**src/rtl/piradip_sample_playlist_sequencer.sv**
```systemverilog
// Plays a table of sample-buffer segments (start/end/repeat) in order on each trigger.
// Optional macro PIRADIP_SEQ_GAP_EN adds a gap_cycles input and an idle GAP state between plays.
module piradip_sample_playlist_sequencer #(
    parameter int NUM_SEGMENTS = 8,
    parameter int OFFSET_WIDTH = 12,
    parameter int REPEAT_WIDTH = 8,
    localparam int IDX_W = (NUM_SEGMENTS > 1) ? $clog2(NUM_SEGMENTS) : 1
) (
    input  logic                    clk_in,
    input  logic                    rst_in,
    input  logic                    cfg_we,
    input  logic [IDX_W-1:0]        cfg_idx,
    input  logic [OFFSET_WIDTH-1:0] cfg_start,
    input  logic [OFFSET_WIDTH-1:0] cfg_end,
    input  logic [REPEAT_WIDTH-1:0] cfg_repeat,
    input  logic [IDX_W:0]          num_segments,
    input  logic                    loop_en,
    input  logic                    trigger,
    input  logic                    abort,
    input  logic                    stream_stopped,
`ifdef PIRADIP_SEQ_GAP_EN
    input  logic [15:0]             gap_cycles,
`endif
    output logic                    stream_update,
    output logic                    stream_active,
    output logic                    stream_one_shot,
    output logic [OFFSET_WIDTH-1:0] stream_start_offset,
    output logic [OFFSET_WIDTH-1:0] stream_end_offset,
    output logic                    busy,
    output logic [IDX_W-1:0]        seg_idx,
    output logic                    done
);

    // state    | meaning
    // IDLE     | waiting for trigger
    // LOAD     | fetch table entry idx, reload repeat counter
    // ARM      | update strobe to buffer is high this cycle
    // WAIT_RUN | waiting for the buffer to leave stopped (enable lags the strobe)
    // RUN      | segment playing, waiting for stopped
    // NEXT     | choose repeat / next entry / loop / finish
    // GAP      | idle delay before the next play (gap build only)
    typedef enum logic [2:0] {
        S_IDLE,
        S_LOAD,
        S_ARM,
        S_WAIT_RUN,
        S_RUN,
        S_NEXT
`ifdef PIRADIP_SEQ_GAP_EN
        , S_GAP
`endif
    } state_e;

    localparam logic [IDX_W:0]        MAX_SEG = (IDX_W+1)'(NUM_SEGMENTS);
    localparam logic [IDX_W:0]        IDX_ONE = (IDX_W+1)'(1);
    localparam logic [REPEAT_WIDTH-1:0] REP_ONE = REPEAT_WIDTH'(1);

    logic [OFFSET_WIDTH-1:0] tbl_start_q [NUM_SEGMENTS];
    logic [OFFSET_WIDTH-1:0] tbl_end_q   [NUM_SEGMENTS];
    logic [REPEAT_WIDTH-1:0] tbl_rep_q   [NUM_SEGMENTS];

    state_e                  state_q;
    logic [IDX_W-1:0]        idx_q;
    logic [REPEAT_WIDTH-1:0] rep_q;
    logic                    upd_q;
    logic                    act_q;
    logic                    busy_q;
    logic                    done_q;
    logic [OFFSET_WIDTH-1:0] start_q;
    logic [OFFSET_WIDTH-1:0] end_q;
`ifdef PIRADIP_SEQ_GAP_EN
    logic [15:0]             gap_cnt_q;
    logic                    gap_load_q;
`endif

    logic [IDX_W:0] num_eff_d;
    logic [IDX_W:0] idx_inc_d;
    logic           more_d;
    logic           next_arm_d;
    logic           next_load_d;

    // Table is deliberately not reset; writes land in any state.
    always_ff @(posedge clk_in) begin
        if (cfg_we && ({1'b0, cfg_idx} < MAX_SEG)) begin
            tbl_start_q[cfg_idx] <= cfg_start;
            tbl_end_q[cfg_idx]   <= cfg_end;
            tbl_rep_q[cfg_idx]   <= cfg_repeat;
        end
    end

    always_comb begin
        num_eff_d   = (num_segments > MAX_SEG) ? MAX_SEG : num_segments;
        idx_inc_d   = {1'b0, idx_q} + IDX_ONE;
        more_d      = (idx_inc_d < num_eff_d);
        next_arm_d  = (rep_q != '0);
        next_load_d = !next_arm_d && (more_d || loop_en);
    end

    always_ff @(posedge clk_in) begin
        if (rst_in) begin
            state_q    <= S_IDLE;
            idx_q      <= '0;
            rep_q      <= '0;
            upd_q      <= 1'b0;
            act_q      <= 1'b0;
            busy_q     <= 1'b0;
            done_q     <= 1'b0;
            start_q    <= '0;
            end_q      <= '0;
`ifdef PIRADIP_SEQ_GAP_EN
            gap_cnt_q  <= '0;
            gap_load_q <= 1'b0;
`endif
        end else begin
            upd_q  <= 1'b0;
            act_q  <= 1'b0;
            done_q <= 1'b0;
            if (abort && (state_q != S_IDLE)) begin
                // Stop strobe: reload the buffer with active low, offsets unchanged.
                state_q <= S_IDLE;
                upd_q   <= 1'b1;
                busy_q  <= 1'b0;
            end else begin
                case (state_q)
                    S_IDLE: begin
                        if (trigger && !abort && (num_eff_d != '0)) begin
                            state_q <= S_LOAD;
                            idx_q   <= '0;
                            busy_q  <= 1'b1;
                        end
                    end
                    S_LOAD: begin
                        start_q <= tbl_start_q[idx_q];
                        end_q   <= tbl_end_q[idx_q];
                        rep_q   <= tbl_rep_q[idx_q];
                        upd_q   <= 1'b1;
                        act_q   <= 1'b1;
                        state_q <= S_ARM;
                    end
                    S_ARM: begin
                        state_q <= S_WAIT_RUN;
                    end
                    S_WAIT_RUN: begin
                        if (!stream_stopped) begin
                            state_q <= S_RUN;
                        end
                    end
                    S_RUN: begin
                        if (stream_stopped) begin
                            state_q <= S_NEXT;
                        end
                    end
                    S_NEXT: begin
                        if (next_arm_d) begin
                            rep_q <= rep_q - REP_ONE;
                        end else begin
                            idx_q <= more_d ? idx_inc_d[IDX_W-1:0] : '0;
                        end
                        if (!next_arm_d && !next_load_d) begin
                            state_q <= S_IDLE;
                            done_q  <= 1'b1;
                            busy_q  <= 1'b0;
                        end
`ifdef PIRADIP_SEQ_GAP_EN
                        else if (gap_cycles != 16'd0) begin
                            state_q    <= S_GAP;
                            gap_cnt_q  <= gap_cycles - 16'd1;
                            gap_load_q <= next_load_d;
                        end
`endif
                        else if (next_load_d) begin
                            state_q <= S_LOAD;
                        end else begin
                            state_q <= S_ARM;
                            upd_q   <= 1'b1;
                            act_q   <= 1'b1;
                        end
                    end
`ifdef PIRADIP_SEQ_GAP_EN
                    S_GAP: begin
                        if (gap_cnt_q == 16'd0) begin
                            if (gap_load_q) begin
                                state_q <= S_LOAD;
                            end else begin
                                state_q <= S_ARM;
                                upd_q   <= 1'b1;
                                act_q   <= 1'b1;
                            end
                        end else begin
                            gap_cnt_q <= gap_cnt_q - 16'd1;
                        end
                    end
`endif
                    default: begin
                        state_q <= S_IDLE;
                        busy_q  <= 1'b0;
                    end
                endcase
            end
        end
    end

    assign stream_update       = upd_q;
    assign stream_active       = act_q;
    assign stream_one_shot     = busy_q;
    assign stream_start_offset = start_q;
    assign stream_end_offset   = end_q;
    assign busy                = busy_q;
    assign seg_idx             = idx_q;
    assign done                = done_q;

endmodule

```
**config.mk**
```make
export PLATFORM = sky130hd
export DESIGN_NAME = piradip_sample_playlist_sequencer
export DESIGN_NICKNAME = d
export VERILOG_FILES = /design/src/rtl/piradip_sample_playlist_sequencer.sv
export SDC_FILE = /design/constraint.sdc
export NUM_CORES = 1
export LEC_CHECK = 0
export BUFFER_PORTS_ARGS = -buffer_cell sky130_fd_sc_hd__buf_2
export CAP_MARGIN = 15
export CORE_ASPECT_RATIO = 0.75
export CORE_MARGIN = 4
export CORE_UTILIZATION = 49
export DETAILED_ROUTE_END_ITERATION = 8
export GPL_TIMING_DRIVEN = 0
export PLACE_DENSITY_LB_ADDON = 0.08
export SETUP_SLACK_MARGIN = 0.5
export SLEW_MARGIN = 10
export SYNTH_ARGS = -nofsm -noshare
export SYNTH_HDL_FRONTEND = slang
export SYNTH_SLANG_ARGS = --single-unit
```
**constraint.sdc**
```tcl
create_clock -name clk_in -period 3.1 [get_ports clk_in]
set_input_delay 0.31 -clock clk_in [delete_from_list [all_inputs] [get_ports clk_in]]
set_output_delay 0.31 -clock clk_in [all_outputs]
set_load 0.01 [all_outputs]
```
==> results of run 1 <==
[cell families after synthesis]
logic type,after synthesis,share of synthesized area [%]
flip-flops,301,73.93
AO/OA/AOI/OAI,71,4.222
buffers and inverters,41,1.508
adder cells (fa/ha/maj),6,0.6462
AND/OR/NAND/NOR,105,4.944
multiplexers,91,14.75
[sequential cells by signal (all words and copies together), names as in the netlist, named ones only]
register             flops
stream_end_offset       12
tbl_rep_q               64
done                     1
tbl_end_q               96
stream_start_offset     12
stream_update            1
stream_active            1
state_q                  3
tbl_start_q             96
busy                     1
seg_idx                  3
rep_q                    8
[path summary, 6_finish.rpt]
| check | slack (ns) | endpoint | depth (start not counted) |
|---|---|---|---|
| min reg2reg | 0.50 | stream_start_offset[2] | 2 |
| max reg2reg | 0.64 | stream_start_offset[0] | 4 |
| min | 0.03 | tbl_start_q[1][11] | 1 |
| max | 0.64 | stream_start_offset[0] | 4 |
[per-layer routing]
layer | track usage [%] | vias to the layer above | wire, um
met5 | 0 | - | 20
met2 | 28.29 | 173 | 10960
li1 | - | 2766 | -
met4 | 4.140 | 4 | 466
met1 | 28.62 | 3138 | 11110
met3 | 3.127 | 35 | 1363
[final cells by class]
type | instances | share of cell area, %
Clock buffer | 37 | 5.900
Clock inverter | 19 | 1.388
Multi-Input combinational cell | 273 | 21.33
Tap cell | 300 | 2.740
Buffer | 36 | 1.160
Inverter | 5 | 0.1370
Sequential cell | 301 | 62.69
Timing Repair Buffer | 88 | 4.658
[critical path: stages, from the launching register on]
cell	delay, ns
dfxtp_1	0.39
nor4b_2	0.80
buf_2	0.40
buf_1	0.53
a211oi_1	0.17
[placed cells by master, fill, tap and decap left out, types with 4 or more instances in the layout]
master / synthesis / routed
nor2_4: 0 / 6
o21ai_0: 9 / 9
edfxtp_1: 256 / 256
nor3_1: 9 / 7
nand3_1: 8 / 8
nor2_1: 41 / 35
clkbuf_1: 17 / 22
dfxtp_1: 45 / 45
bufinv_16: 0 / 4
a21oi_1: 8 / 8
buf_16: 0 / 6
clkinv_2: 0 / 7
mux4_2: 64 / 64
inv_1: 5 / 5
buf_2: 11 / 87
nor2b_1: 6 / 6
buf_1: 6 / 4
a211oi_1: 25 / 25
nand2_1: 9 / 9
ha_1: 6 / 6
clkinv_1: 0 / 7
nand3b_1: 4 / 4
clkbuf_16: 0 / 31
nand4b_1: 4 / 4
a31oi_1: 6 / 6
nand2b_1: 4 / 4
a22oi_1: 5 / 5
mux2i_1: 25 / 25
[report_power, final]
group | leakage, nW | switching [W] | internal, W | total, W
registers | 2.69 | 0.0000655 | 0.00456 | 0.00463
clock network | 0.494 | 0.00145 | 0.00217 | 0.00362
logic | 1.27 | 0.000326 | 0.000202 | 0.000528
total | 4.45 | 0.00184 | 0.00694 | 0.00878
[repair_timing]
action | in CTS | in global routing
setup endpoints to repair | 7 | 6
hold endpoints to repair | 1 | 0
hold buffers | 1 | 0
gates resized for setup | 1 | 1
[per-stage QoR]
stage	hold slack, ns	utilization, %
detailed placement	0.4919	54.73
global route	0.02709	59.09
CTS	0.004800	59.09
floorplan	0.3867	-
finish	0.02901	59.09
global placement	0.4842	53.39
==> impl_metrics.json, run 1 <==
{
  "ys_seq_elements": 301,
  "cts_num_sinks": 301,
  "drv_slew": 0,
  "max_freq_mhz": 406.4,
  "rsz0062_at_grt": "false",
  "yosys_warnings": 0,
  "io_buffers": 75,
  "p_total_w": 0.008778,
  "p_leak_nw": 4.450,
  "tns_ns": 0,
  "place.gp.congestion": 0.8670,
  "drtAntennaViolNets": 0,
  "finalCritPeriodShare_pct": 79.37,
  "firstDrtPassIters": 5,
  "finalHoldViolCount": 0,
  "track_usage_pct": 18.56,
  "finalSetupViolations": 0,
  "drv_cap": 0,
  "antenna_found_initial": 2,
  "synth.most_common_cell": "edfxtp_1",
  "cp_data_required_time_ns": 3.48,
  "skew_ns": 0.009806,
  "synth_cell_type_count": 50,
  "crit_arrival_ns": 2.84,
  "synth_area_um2": 11620,
  "dr_total_vias": 6116,
  "crit-reg2reg-launch": "state_q[2]",
  "tightest_slew_ns": 0.8955,
  "io-pin-count": 78,
  "initial_core_util_pct": 50.11,
  "crit_type": "reg2reg",
  "cts_tree": "built",
  "fillers": 1753,
  "place_ws_ns": 0.3849,
  "power.density_nw_per_um2": 640.8,
  "syn_inst": 615,
  "vdd_drop_max_v": 0.0003905,
  "synth-seq-area-share_pct": 73.93,
  "place_hpwl_mm": 16.00,
  "num_antenna_cells": 0,
  "grt_max_degree": 22,
  "dpl_cell_area_um2": 12690,
  "crit_path_start_kind": "register",
  "min_from": "cfg_start[11]",
  "multi_input_area_um2": 2922,
  "root_buffer": "clkbuf_16",
  "drc": 0,
  "final_cells": 1059,
  "period_minus_slack_ns": 2.461,
  "syn-num-nets": 667,
  "crit_start": "state_q[2]",
  "gr-total-overflow": 0,
  "rows": 48,
  "synth_top_area_cell": "edfxtp_1",
  "synth-edff-count": 256,
  "async_flop_share_pct": 0,
  "placed_cells": 1002,
  "first_iter_violations": 469,
  "path_clk_slew_ns": 0.06,
  "min_path_type": "in2reg",
  "core-area_um2": 23180,
  "register_area_um2": 8588,
  "dieArea_um2": 26260,
  "nets": 787,
  "postCtsSetupRepairBufs": 0,
  "totalWireLength_mm": 23.92,
  "synth_area_leaders": "edfxtp_1 66%, mux4_2 12%, dfxtp_1 7.8%, mux2i_1 2.2%, a211oi_1 1.6%",
  "status": "finished, final reports clean",
  "synth_common_cells": "256 x edfxtp_1, 64 x mux4_2, 45 x dfxtp_1",
  "avgViaCountPerCell": 5.775,
  "syn2layout_area_growth_pct": 17.92,
  "die_h_um": 141.4,
  "htreeDepth": 1,
  "path_max_fanout": 10,
  "die_w_um": 185.8,
  "worstSkewPairLatency_ns": 0.54,
  "yosys.area.top_type_share_pct": 66.17,
  "synth_ff_type": "edfxtp_1",
  "cts_buffers": 30,
  "clockBufferDepth": 3,
  "endpoint_kind": "register",
  "final_area_um2": 13700,
  "grt_pass1_vias": 6123,
  "slew_headroom_pct": 40.30,
  "avgSynthCellArea_um2": 18.89,
  "drive_above_1_share_pct": 29.64,
  "postLayoutSetupSlackWorst_ns": 0.6394,
  "grt_first_pass_wirelength_mm": 36.96,
  "wl_per_cell_um": 22.59
}
Note: power is estimated with default switching activity, not from simulation.
==> run 2: changes to the inputs <==
==> constraint.sdc (replaced) <==
create_clock -name clk_in -period 2.5 [get_ports clk_in]
set_input_delay 0.25 -clock clk_in [delete_from_list [all_inputs] [get_ports clk_in]]
set_output_delay 0.25 -clock clk_in [all_outputs]
set_load 0.01 [all_outputs]
==> run 2 against run 1 <==
Net effect: first-iteration DRC count increased by 6.6%; via count increased by 4.4%; maximum frequency increased by 27%; die area unchanged; sequential power increased by 24%; critical path type unchanged; largest cell class unchanged; highest routed layer is now met4.
==> impl_metrics.json, run 2 (synthesis results as in run 1) <==
{
  "status": "finished, final reports clean",
  "dieArea_um2": 26260,
  "power_switching_share_pct": 20.84,
  "cp_slowest_cell": "dfxtp_2",
  "wl_per_cell_um": 22.82,
  "path_depth": 8,
  "finalHoldViolCount": 0,
  "p_total_w": 0.01112,
  "final_area_um2": 14230,
  "clockBufferDepth": 3,
  "vdd_drop_max_v": 0.0004548,
  "firstDrtPassIters": 5,
  "rsz0062_at_grt": "true",
  "mostFrequentLayoutCell": "edfxtp_1",
  "drive_above_1_share_pct": 32.66,
  "htreeDepth": 1,
  "crit_path_start_kind": "register",
  "final_cells": 1096,
  "pwr-share-clk_pct": 41.9,
  "globalRouteMet3Util_pct": 3.178,
  "drv_slew": 0,
  "path_clk_slew_ns": 0.06,
  "cp_top_family": "compound AO/OA/AOI/OAI gates",
  "p_leak_nw": 4.672,
  "r2r_cells": 8,
  "place_hpwl_mm": 16.06,
  "fillers": 1667,
  "grtUsageMet2_pct": 29.24,
  "path_cells": "buf_4, buf_6, and3_1, ha_1, a21oi_1, o21a_2, nand4b_1, a21oi_2",
  "max_freq_mhz": 517.6,
  "root_buffer": "clkbuf_16",
  "drv_cap": 0,
  "power.density_nw_per_um2": 781.5,
  "avgViaCountPerCell": 5.828,
  "num_antenna_cells": 0,
  "drc": 0,
  "dpl_cell_area_um2": 12660,
  "io_buffers": 75,
  "grt_first_pass_wirelength_mm": 38.21,
  "final_cell_mix": "256 x edfxtp_1, 80 x buf_2, 64 x mux4_2, 42 x dfxtp_1, 34 x nor2_1",
  "cp_data_required_time_ns": 2.96,
  "worstSetupEndpoint": "seg_idx[0]",
  "p_comb_share_pct": 6.5,
  "finalSetupViolations": 0,
  "rows": 48,
  "grt_max_degree": 22,
  "first_iter_violations": 500,
  "nets": 826,
  "place.gp.congestion": 0.8691,
  "ff2ff_setup_slack_ns": 0.57,
  "grt_pass1_vias": 6462,
  "cellInternalPower_w": 0.008805,
  "die_h_um": 141.4,
  "track_usage_pct": 19.17,
  "endpoint_kind": "register",
  "initial_core_util_pct": 50.11,
  "placed_cells": 1002,
  "min_path_type": "in2reg",
  "crit_buf_inv": 2,
  "crit_arrival_ns": 2.39,
  "postLayoutSetupSlackWorst_ns": 0.5679,
  "seqPwrFrac_pct": 51.6,
  "drtAntennaViolNets": 0,
  "max_stage_delay_ns": 0.34,
  "cts_num_sinks": 301,
  "finalCritPeriodShare_pct": 77.28,
  "busiest_layer": "met1",
  "hold_ws_ns": 0.05120,
  "dr_total_vias": 6387,
  "crit_type": "reg2reg",
  "skew_ns": 0.009721,
  "period_minus_slack_ns": 1.932,
  "totalWireLength_mm": 25.01,
  "grt_use_met1_pct": 29.65,
  "gr-total-overflow": 0,
  "cts_buffers": 29,
  "cts_tree": "built",
  "die_w_um": 185.8,
  "reg.largest.list": "tbl_end_q x96, tbl_start_q x96, tbl_rep_q x64",
  "crit-reg2reg-launch": "seg_idx[1]",
  "path_max_fanout": 10,
  "tightest_slew_ns": 0.9683,
  "place_ws_ns": -0.05065,
  "r2r_end": "seg_idx[0]",
  "io-pin-count": 78,
  "switchingPower_w": 0.002318,
  "slew_headroom_pct": 35.45,
  "worstSkewPairLatency_ns": 0.54,
  "antenna_found_initial": 0,
  "core-area_um2": 23180,
  "crit_start": "seg_idx[1]",
  "syn2layout_area_growth_pct": 22.51
}
-- run 2: layout make-up --
cell class	instances	area (um2)	share of cell area, %
tap	300	375.4	2.637
timing repair buffer	128	992.2	6.971
sequential	301	8592	60.37
multi-input combinational	273	2989	21.00
inverter	5	18.77	0.1319
clock inverter	16	227.7	1.600
buffer	36	241.5	1.697
clock buffer	37	795.8	5.591
-- run 2: tightest hold or removal path, delay by kind of cell --
family | cells | cell delay (ns)
AOI/OAI and AO/OA | 1 | 0.08
and+or+nand+nor | 1 | 0.09
buffers and inverters | 1 | 0.12
-- run 2: worst min path at each step --
stage              startpoint         end  slack, ns  depth (start not counted)
2_1_floorplan         loop_en        done       0.33                          1
6_report       stream_stopped  state_q[0]       0.05                          3
3_5_place_dp          loop_en        done       0.47                          2
5_1_grt        stream_stopped  state_q[0]       0.03                          3
3_3_place_gp          loop_en        done       0.46                          2
4_1_cts        stream_stopped  state_q[0]       0.02                          3
-- run 2: routing by layer --
layer  part of all wire [%]  up-vias
met2                     46      191
met1                     46     3306
li1                       -     2850
met3                    5.3       40
met4                    2.1        0
met5                      0        -
-- run 2: power by group through the flow --
| stage | Clock (W) | Sequential (W) | Combinational (W) |
|---|---|---|---|
| final | 0.00466 | 0.00574 | 0.000719 |
| after global routing | 0.00496 | 0.00576 | 0.000790 |
| after CTS | 0.00474 | 0.00574 | 0.000701 |
| after detailed placement | 0 | 0.00584 | 0.000652 |
| after global placement | 0 | 0.00584 | 0.000603 |
| after floorplan | 0 | 0.00585 | 0.000336 |
-- run 2: what timing repair did --
item	4_1_cts	5_1_grt
endpoints found under the setup margin	38	32
gates resized for setup	24	31
hold buffers	33	0
buffers inserted	0	8
pin swaps	1	5
hold endpoints to repair	257	0
-- run 2: metrics by stage --
stage | util, % | setup TNS, ns
final | 61.39 | 0
after global routing | 61.39 | 0
after CTS | 60.75 | 0
after global placement | 53.45 | -221.01
after floorplan | - | 0
after detailed placement | 54.63 | -0.2099
